[config.mk]
export PLATFORM = sky130hd
export DESIGN_NAME = gray_step_monitor
export DESIGN_NICKNAME = d
export VERILOG_FILES = /design/src/rtl/gray_step_monitor.sv
export SDC_FILE = /design/constraint.sdc
export NUM_CORES = 1
export LEC_CHECK = 0
export ABC_CLOCK_PERIOD_IN_PS = 3600
export BUFFER_PORTS_ARGS = -buffer_cell sky130_fd_sc_hd__buf_4
export CELL_PAD_IN_SITES_DETAIL_PLACEMENT = 1
export CELL_PAD_IN_SITES_GLOBAL_PLACEMENT = 1
export CORE_MARGIN = 1
export CORE_UTILIZATION = 45
export DETAILED_ROUTE_END_ITERATION = 8
export PLACE_DENSITY = 0.94
export REMOVE_ABC_BUFFERS = 1
export SKIP_CTS_REPAIR_TIMING = 1
export SYNTH_ARGS = -nofsm -noshare
export SYNTH_HDL_FRONTEND = slang
export SYNTH_SLANG_ARGS = --single-unit
[constraint.sdc]
create_clock -name CLK -period 3.6 [get_ports CLK]
set_input_delay 0.36 -clock CLK [delete_from_list [all_inputs] [get_ports CLK]]
set_output_delay 0.36 -clock CLK [all_outputs]
set_load 0.02 [all_outputs]
[src/rtl/gray_step_monitor.sv]
// Registered Gray-to-binary decoder with +/-1 step checking, lock tracking and a saturating error count.
// Optional macro GRAY_STEP_WRAP_EN: treat 15->0 / 0->15 as legal steps (cyclic source).
module gray_step_monitor #(
    parameter int ERR_CNT_W = 8
) (
    input  logic                 CLK,
    input  logic                 RST,
    input  logic                 G3,
    input  logic                 G2,
    input  logic                 G1,
    input  logic                 G0,
    input  logic                 GV,
    output logic                 B3,
    output logic                 B2,
    output logic                 B1,
    output logic                 B0,
    output logic                 BV,
    output logic                 DIR,
    output logic                 ERR,
    output logic [ERR_CNT_W-1:0] ERRCNT,
    output logic                 LOCK
);

    typedef enum logic [1:0] {ST_IDLE, ST_ACQ, ST_LOCK} state_t;

    state_t               state_q, state_d;
    logic [3:0]           b_q, b_d;
    logic [1:0]           good_q, good_d;
    logic                 bv_q, bv_d;
    logic                 dir_q, dir_d;
    logic                 err_q, err_d;
    logic [ERR_CNT_W-1:0] errcnt_q, errcnt_d;

    logic [3:0] dec;
    logic [3:0] prev_inc, prev_dec;
    logic       up_ok, dn_ok;
    logic       is_up, is_dn, is_rep, is_jump;

    assign dec[3] = G3;
    assign dec[2] = dec[3] ^ G2;
    assign dec[1] = dec[2] ^ G1;
    assign dec[0] = dec[1] ^ G0;

    assign prev_inc = b_q + 4'd1;
    assign prev_dec = b_q - 4'd1;

`ifdef GRAY_STEP_WRAP_EN
    assign up_ok = 1'b1;
    assign dn_ok = 1'b1;
`else
    // Linear source: the modular wrap between 15 and 0 is not a real step.
    assign up_ok = (b_q != 4'hF);
    assign dn_ok = (b_q != 4'h0);
`endif

    assign is_up   = (dec == prev_inc) && up_ok;
    assign is_dn   = (dec == prev_dec) && dn_ok;
    assign is_rep  = (dec == b_q);
    assign is_jump = !(is_up || is_dn || is_rep);

    always_comb begin
        state_d  = state_q;
        b_d      = b_q;
        good_d   = good_q;
        bv_d     = 1'b0;
        dir_d    = dir_q;
        err_d    = 1'b0;
        errcnt_d = errcnt_q;

        if (GV) begin
            b_d  = dec;
            bv_d = 1'b1;
            case (state_q)
                ST_IDLE: begin
                    state_d = ST_ACQ;
                    good_d  = 2'd0;
                end
                ST_ACQ: begin
                    if (is_jump) begin
                        err_d  = 1'b1;
                        good_d = 2'd0;
                    end else if (is_up || is_dn) begin
                        dir_d  = is_up;
                        good_d = good_q + 2'd1;
                        if (good_q == 2'd1) begin
                            state_d = ST_LOCK;
                        end
                    end
                end
                ST_LOCK: begin
                    if (is_jump) begin
                        err_d   = 1'b1;
                        good_d  = 2'd0;
                        state_d = ST_ACQ;
                    end else if (is_up || is_dn) begin
                        dir_d = is_up;
                    end
                end
                default: state_d = ST_IDLE;
            endcase
        end

        if (err_d && (errcnt_q != {ERR_CNT_W{1'b1}})) begin
            errcnt_d = errcnt_q + {{(ERR_CNT_W-1){1'b0}}, 1'b1};
        end
    end

    always_ff @(posedge CLK) begin
        if (RST) begin
            state_q  <= ST_IDLE;
            b_q      <= 4'd0;
            good_q   <= 2'd0;
            bv_q     <= 1'b0;
            dir_q    <= 1'b0;
            err_q    <= 1'b0;
            errcnt_q <= '0;
        end else begin
            state_q  <= state_d;
            b_q      <= b_d;
            good_q   <= good_d;
            bv_q     <= bv_d;
            dir_q    <= dir_d;
            err_q    <= err_d;
            errcnt_q <= errcnt_d;
        end
    end

    assign {B3, B2, B1, B0} = b_q;
    assign BV     = bv_q;
    assign DIR    = dir_q;
    assign ERR    = err_q;
    assign ERRCNT = errcnt_q;
    assign LOCK   = (state_q == ST_LOCK);

endmodule

# [Word level (Yosys, flattened, before mapping)]
# Cells that the tools add are included.
[classes] n_eq_ne=13 muxes=13 n_bitwise=3 n_reduce_logical=12 n_addsub=4
[ops] operator="$mux W2" count=7
[ops] operator="$eq A4 B4 Y1" count=3
[ops] operator="$pmux W2 S3" count=2
[ops] operator="$add A8 B1 Y8 const B" count=1
[ops] operator="$ne A2 B2 Y1 const B" count=4
[ops] operator="$ne A8 B8 Y1 const B" count=1
[ops] operator="$reduce_and A4 Y1" count=2
[ops] operator="$reduce_and A5 Y1" count=1
[ops] operator="$add A4 B1 Y4 const B" count=1
[ops] operator="$eq A2 B1 Y1 const B" count=2
[ops] operator="$mux W1" count=4
[ops] operator="$ne A4 B4 Y1 const B" count=1
[ops] operator="$reduce_bool A4 Y1" count=1
[ops] operator="$sub A4 B1 Y4 const B" count=1
[ops] operator="$logic_and A1 B1 Y1" count=3
[ops] operator="$ne A3 B3 Y1 const B" count=1
[ops] operator="$reduce_bool A3 Y1" count=1
[ops] operator="$xor A1 B1 Y1" count=3
[ops] operator="$add A2 B1 Y2 const B" count=1
[ops] operator="$eq A2 B2 Y1 const B" count=1
[ops] operator="$logic_not A2 Y1" count=1
[ops] operator="$logic_or A1 B1 Y1" count=2
[ops] operator="$reduce_or A2 Y1" count=1
[word_totals] reg_bits=19 input_bits=7 elab_cells=52

# [Depth between registers and ports, before layout]
# Gate-level depths: netlist of the first run.
[logic_depth] word_depth=11 mapped_depth=10 depth_no_buf=8

# [Worst setup path before layout of the first run]
# No wires, ideal clock.
[synth_timing] kind="reg2reg" start="register b_q[2]" end="register errcnt_q[5] (netlist: ERRCNT[5])" path_slack_ns=1.319 path_buffers=2 path_stages_with_launch=9 arrival_ns=2.158 setup_time_ns=0.123 path_cell_list="dfxtp_1 buf_4 xnor3_1 xor2_1 o211ai_1 a21oi_2 buf_2 nor4_1 mux2_1"
[synth_between] elab_chain_cells=9 elab_cells_between_ends=15 classes_between="add/sub: 2; eq/ne: 4; mux: 3; reduce/logical: 6"
[synth_rtl] item="start, declared" line_no="27" text="logic [3:0] b_q, b_d;"
[synth_rtl] item="start signal, assigned" line_no="111" text="b_q <= 4'd0;"
[synth_rtl] item="start signal, assigned" line_no="119" text="b_q <= b_d;"
[synth_rtl] item="$add A4 B1 Y4 or $sub A4 B1 Y4 (tied branches)" line_no="44, 45"
[synth_rtl] item="$eq A4 B4 Y1, on equally long branches" line_no="56, 57"
[synth_rtl] item="$logic_and A1 B1 Y1, on equally long branches" line_no="56, 57"
[synth_rtl] item="$logic_or A1 B1 Y1" line_no="59" text="assign is_jump = !(is_up || is_dn || is_rep);"
[synth_rtl] item="$logic_or A1 B1 Y1 (*)" line_no="59"
[synth_rtl] item="$mux W1 (*)" line_no="79, 91"
[synth_rtl] item="$mux W1 (*)"
[synth_rtl] item="$mux W1 (*)" line_no="70" text="if (GV) begin"
[synth_rtl] item="$logic_and A1 B1 Y1 (*)" line_no="103" text="if (err_d && (errcnt_q != {ERR_CNT_W{1'b1}})) begin"
[synth_rtl] item="end signal, assigned" line_no="124" text="errcnt_q <= errcnt_d;"
[synth_rtl] item="end, declared" line_no="32" text="logic [ERR_CNT_W-1:0] errcnt_q, errcnt_d;"
# Mark *: on every way between the ends. The rest lies on a longest branch, timed or not.
# A chain may end at the register's enable or synchronous reset.

# [Worst setup path after layout of the first run]
[layout_timing] start="register b_q[2]" end="register state_q[1]"
[layout_between] elab_chain_cells=7 elab_cells_between_ends=15 classes_between="add/sub: 2; eq/ne: 7; reduce/logical: 6"
[layout_rtl] item="$add A4 B1 Y4 or $sub A4 B1 Y4 (tied branches)" line_no="44, 45"
[layout_rtl] item="$eq A4 B4 Y1, on equally long branches" line_no="56, 57"
[layout_rtl] item="$logic_and A1 B1 Y1, on equally long branches" line_no="56, 57"
[layout_rtl] item="$logic_or A1 B1 Y1" line_no="59, 82"
[layout_rtl] item="$logic_or A1 B1 Y1" line_no="59"
[layout_rtl] item="$ne A2 B2 Y1 (no line)"
[layout_rtl] item="$reduce_and A5 Y1 (no line) (*)"
[layout_rtl] item="end signal, assigned" line_no="118" text="state_q <= state_d;"
[layout_rtl] item="end, declared" line_no="26" text="state_t state_q, state_d;"
# Marked as above.

==> results of run 1 <==
[registers in the layout, summed over array words and instances, names as in the netlist]
name     count
BV           1
good_q       2
state_q      2
ERRCNT       8
b_q          4
DIR          1
ERR          1
[synthesized netlist by cell type, types with 2 or more instances]
master	n
inv_1	10
nand2_1	10
o2111ai_1	2
nor2_1	9
nor3_1	6
ha_1	7
clkbuf_1	3
mux2i_1	3
o311ai_0	3
o21a_1	3
xor2_1	5
o31ai_1	5
buf_4	2
a31oi_1	2
dfxtp_1	19
a21oi_1	4
nor2b_1	4
nor4_1	2
or4_1	4
a211oi_1	5
nor3b_1	4
xnor3_1	2
buf_2	3
buf_1	2
a311oi_1	3
nand4_1	2
xnor2_1	3
and3_1	5
[worst max-delay path: stages, from the launching register on]
cell	delay (ns)
dfxtp_1	0.54
xnor3_1	0.53
xor2_1	0.19
o211ai_1	0.17
a21oi_2	0.72
a41oi_1	0.22
a311oi_1	0.29
[through the flow]
| stage | hold slack (ns) | area [um^2] | setup WS [ns] | util (%) | cells |
|---|---|---|---|---|---|
| 3_3_place_gp | 0.478 | 1490 | 0.982 | 53.4 | 194 |
| 6_report | 0.376 | 1510 | 0.834 | 54.4 | 198 |
| 5_1_grt | 0.391 | 1510 | 0.640 | 54.4 | 198 |
| 4_1_cts | 0.375 | 1510 | 0.885 | 54.4 | 198 |
| 2_1_floorplan | 0.427 | 1280 | 1.19 | - | 141 |
| 3_5_place_dp | 0.499 | 1490 | 0.869 | 53.4 | 194 |
[power by group through the flow]
stage	sequential (mW)	clock [mW]	combinational, mW
3_5_place_dp	0.238	0	0.165
6_report	0.233	0.111	0.168
2_1_floorplan	0.243	0	0.105
4_1_cts	0.233	0.113	0.167
3_3_place_gp	0.237	0	0.155
5_1_grt	0.235	0.119	0.181
[area by class of cell]
class / count / area, um^2
Timing Repair Buffer: 22 / 165
Tap cell: 31 / 38.8
Clock buffer: 4 / 26.3
Fill cell: 351 / 1270
Sequential cell: 19 / 380
Multi-Input combinational cell: 112 / 865
Inverter: 10 / 37.5
[logic make-up (layout without fill, tap and decap cells)]
kind of cell	Yosys count	count (layout)	synth area share, %
compound gates	38	38	22.7
xor+xnor	11	11	10.5
fa+ha+maj	7	7	6.58
buf+inv	20	36	6.48
flops	19	19	28.6
mux	5	5	3.95
simple gates	51	51	21.1
[layer usage]
metal	GRT usage, %	vias to the layer above
met1	28.7	592
met3	2.53	6
met2	42.0	35
met5	0	-
met4	6.97	0
li1	-	595
[final timing paths]
kind                            startpoint         end  slack, ns  cells past startpoint
worst max-delay path                b_q[2]  state_q[1]       0.83                      6
worst min-delay path                   RST          BV       0.38                      2
worst max register to register      b_q[2]  state_q[1]       0.83                      6
worst min register to register   ERRCNT[7]   ERRCNT[7]       0.52                      2
[layout by cell type, fill, tap and decap left out, drive strengths merged, types with 4 or more instances in the layout]
cell type and n:
a211oi 5, a21oi 5, and3 5, buf 22, clkbuf 4, dfxtp 19, ha 7, inv 10
nand2 10, nor2 9, nor2b 4, nor3 6, nor3b 5, o21a 4, o311ai 4, o31ai 5
or4 4, xor2 5
==> metrics.yaml, run 1 <==
floorplanning:
  io_pins: 23
  fp.dieArea_um2: 3180
  rows: 19
  start_util_pct: 47.9
  die_width_um: 56.4
  fp.coreArea_um2: 2780
  die_height_um: 56.4
clock_tree:
  clkSinkCount: 19
  cts_made_buffers: 3
  clk_path_buf_depth: 2
  htree_levels: 1
  clockRootBuffer: "clkbuf_4"
  clkLatencyLatePin_ns: 0.30
  clkTransAtPathRegs_ns: 0.11
  tritoncts: "yes"
timing:
  finalClockSkew_ns: 0.00360
  relSlewSlack_pct: 40.4
  fmax_ghz: 0.361
  setup_tns_ns: 0
  finalHoldViolCount: 0
  fin_crit_sh_pct: 76.8
  fin_crit_ns: 2.77
  slew_violations: 0
  setup_viol: 0
  rsz0062_at_grt: "no"
  tightestPinTransition_ns: 0.893
place:
  port_buffers: 22
  dpl.hpwl_mm: 2.61
  gp_congestion: 0.830
pwr:
  netSwitchingPower_mw: 0.182
  p_leak_nw: 0.644
  total_power_mw: 0.512
  share_comb_of_total_power_pct: 32.7
  p_sw_share_pct: 35.5
  peakVddDrop_mv: 0.180
  p_seq_share_pct: 45.6
  power.share.clock_pct: 21.7
  power_density_nw_per_um2: 339
  intPower_mw: 0.330
grt:
  antenna_found_initial: 0
  grt_pass1_vias: 1306
  grt_pass1_wl_mm: 5.87
  track_usage_pct: 23.2
  grt_max_degree: 22
  grt-ovfl-total: 0
setup_path:
  worstPathRequired_ns: 3.81
  end_kind: "flop"
  crit_path_start_kind: "flop"
  crit_type: "flop to flop"
  arrival_ns: 2.98
  worstPathMaxFanout: 21
drt:
  routed.top_layer: "met4"
  wl_met1_mm: 1.55
  wl_per_cell_um: 17.9
  num_vias: 1228
  drtPass1Iterations: 4
  first_iter_violations: 31
  vias_per_cell: 6.20
  wl_met3_um: 164
  drt_wl_total_mm: 3.54
  post-route-drc-count: 0
  ant_nets: 0
  met2_wirelength_mm: 1.77
synthesis:
  synth_cells: 151
  syn_area_per_cell_um2: 8.82
  ys_warn_count: 0
  async_reset_ff_share_pct: 0
  yosysTopAreaCell: "dfxtp_1"
  ys_seq_elements: 19
  synth_top_area_share_pct: 28.6
  ys_types: 47
  syn_area_um2: 1330
  synth_edf_count: 0
  ys.flop_type: "dfxtp_1"
  synth_area_leaders: "dfxtp_1, ha_1, xnor3_1, xor2_1, a211oi_1"
  seq_area_frac_synth_pct: 28.6
finish:
  drive_gt1_share_pct: 19.2
  syn2layout_area_growth_pct: 13.6
  diodes: 0
  nNetsFinal: 182
min_path:
  hold_path.class: "input pin to flop"
job:
  drv_cap: 0
run_status:
  status: "finished clean"
No activity file was read; power rests on OpenSTA's default activity.
==> run 2: changes to the inputs <==
--- a/config.mk
+++ b/config.mk
@@ -5,14 +5,14 @@
 export SDC_FILE = /design/constraint.sdc
 export NUM_CORES = 1
 export LEC_CHECK = 0
-export ABC_CLOCK_PERIOD_IN_PS = 3600
+export ABC_CLOCK_PERIOD_IN_PS = 2800
 export BUFFER_PORTS_ARGS = -buffer_cell sky130_fd_sc_hd__buf_4
 export CELL_PAD_IN_SITES_DETAIL_PLACEMENT = 1
 export CELL_PAD_IN_SITES_GLOBAL_PLACEMENT = 1
 export CORE_MARGIN = 1
-export CORE_UTILIZATION = 45
+export CORE_UTILIZATION = 41
 export DETAILED_ROUTE_END_ITERATION = 8
-export PLACE_DENSITY = 0.94
+export PLACE_DENSITY = 0.88
 export REMOVE_ABC_BUFFERS = 1
 export SKIP_CTS_REPAIR_TIMING = 1
 export SYNTH_ARGS = -nofsm -noshare
==> constraint.sdc (replaced) <==
create_clock -name CLK -period 2.8 [get_ports CLK]
set_input_delay 0.28 -clock CLK [delete_from_list [all_inputs] [get_ports CLK]]
set_output_delay 0.28 -clock CLK [all_outputs]
set_load 0.02 [all_outputs]
==> run 2 against run 1 <==
Sequential cell count stayed put; first-iteration DRC count fell by 55%; routed wire length down 0.74%; largest cell class unchanged; sequential share of layout area shrank 0.39 points; sequential power increased by 29%; clock power up 27%; maximum frequency up 7.3%; non-clock buffer count increased by 1; highest routed layer unchanged; die area rose by 9.4%.
==> metrics.yaml, run 2 (synthesis gave the netlist of run 1 again) <==
place:
  gp_congestion: 0.800
  port_buffers: 22
  dpl.hpwl_mm: 2.67
drt:
  drtPass1Iterations: 4
  drt_wl_total_mm: 3.51
  first_iter_violations: 14
  ant_nets: 0
  num_vias: 1203
  vias_per_cell: 5.67
  wl_per_cell_um: 16.6
  post-route-drc-count: 0
finish:
  layout_common_cells: "buf_4, dfxtp_1, inv_1, nand2_1, nor2_1"
  final_common_cell: "buf_4"
  largest_reg_flops: 8
  diodes: 0
  syn2layout_area_growth_pct: 15.4
  drive_gt1_share_pct: 19.6
  nNetsFinal: 183
pwr:
  p_leak_nw: 0.650
  total_power_mw: 0.658
  peakVddDrop_mv: 0.233
  power_density_nw_per_um2: 429
timing:
  setup_tns_ns: 0
  fin_crit_sh_pct: 92.1
  fmax_ghz: 0.388
  relSlewSlack_pct: 48.0
  rsz0062_at_grt: "no"
  tightestPinTransition_ns: 0.781
  setup_viol: 0
  slew_violations: 0
  fin_crit_ns: 2.58
  finalHoldViolCount: 0
  finalClockSkew_ns: 0.0106
  timing.hold.ws_ns: 0.297
setup_path:
  r2r_start: "b_q[2]"
  cpLargestDelayFamily: "compound AO/OA/AOI/OAI gates"
  crit_type: "flop to flop"
  crit_path_cell_trace: "xnor3_1, xor2_1, o211ai_2, a21oi_2, nor4_1, mux2_1"
  slowest_delay_ns: 0.66
  worstPathRequired_ns: 2.99
  worstPathMaxFanout: 17
  critical_path_buf_inv_count: 0
  crit_path_start_kind: "flop"
  setup.worst_path.start: "b_q[2]"
  arrival_ns: 2.77
  crit_slowest_cell: "a21oi_2"
  end_kind: "flop"
grt:
  grt_max_degree: 21
  grt-ovfl-total: 0
  grt_pass1_vias: 1219
  grt_pass1_wl_mm: 5.71
  track_usage_pct: 21.6
  antenna_found_initial: 0
job:
  drv_cap: 0
clock_tree:
  clk_path_buf_depth: 2
  tritoncts: "yes"
  htree_levels: 1
  clkTransAtPathRegs_ns: 0.11
  cts_made_buffers: 3
  clkLatencyLatePin_ns: 0.30
  clockRootBuffer: "clkbuf_4"
  clkSinkCount: 19
floorplanning:
  die_width_um: 59.0
  start_util_pct: 43.3
  fp.dieArea_um2: 3480
  rows: 20
  io_pins: 23
  fp.coreArea_um2: 3080
  die_height_um: 59.0
min_path:
  hold_path.class: "input pin to flop"
  hp-start: "RST"
run_status:
  status: "finished clean"
run 2: cell types whose count changed in the layout (fill, tap and decap cells not counted), sizes merged:
cell  delta
buf      +1
run 2: per-layer routing:
layer,share of wire (%),GRT usage [%],vias to the layer above
met5,0,0,-
met4,0.60,4.42,0
met3,2.9,4.59,4
met2,52,39.1,16
met1,45,26.3,584
li1,-,-,599
run 2: cell type report:
type	count	area, um^2
Clock buffer	4	26.3
Fill cell	381	1540
Inverter	10	37.5
Multi-Input combinational cell	112	865
Sequential cell	19	380
Tap cell	44	55.1
Timing Repair Buffer	23	173
run 2: where the power goes:
group / switching [mW] / internal, mW
combinational: 0.128 / 0.0901
sequential: 0.0176 / 0.282
clock: 0.0852 / 0.0555
run 2: through the flow:
stage	utilization [%]	cells	area, um^2	worst slack [ns]
3_5_place_dp	49.1	208	1510	0.195
3_3_place_gp	49.1	208	1510	0.347
2_1_floorplan	-	141	1280	0.386
5_1_grt	49.9	212	1540	0.0874
4_1_cts	49.9	212	1540	0.250
6_report	49.9	212	1540	0.222
run 2: final timing paths:
| kind | to | slack [ns] | cells past startpoint |
|---|---|---|---|
| max | ERRCNT[5] | 0.22 | 6 |
| min reg2reg | ERRCNT[6] | 0.50 | 2 |
| max reg2reg | ERRCNT[5] | 0.22 | 6 |
| min | BV | 0.30 | 2 |
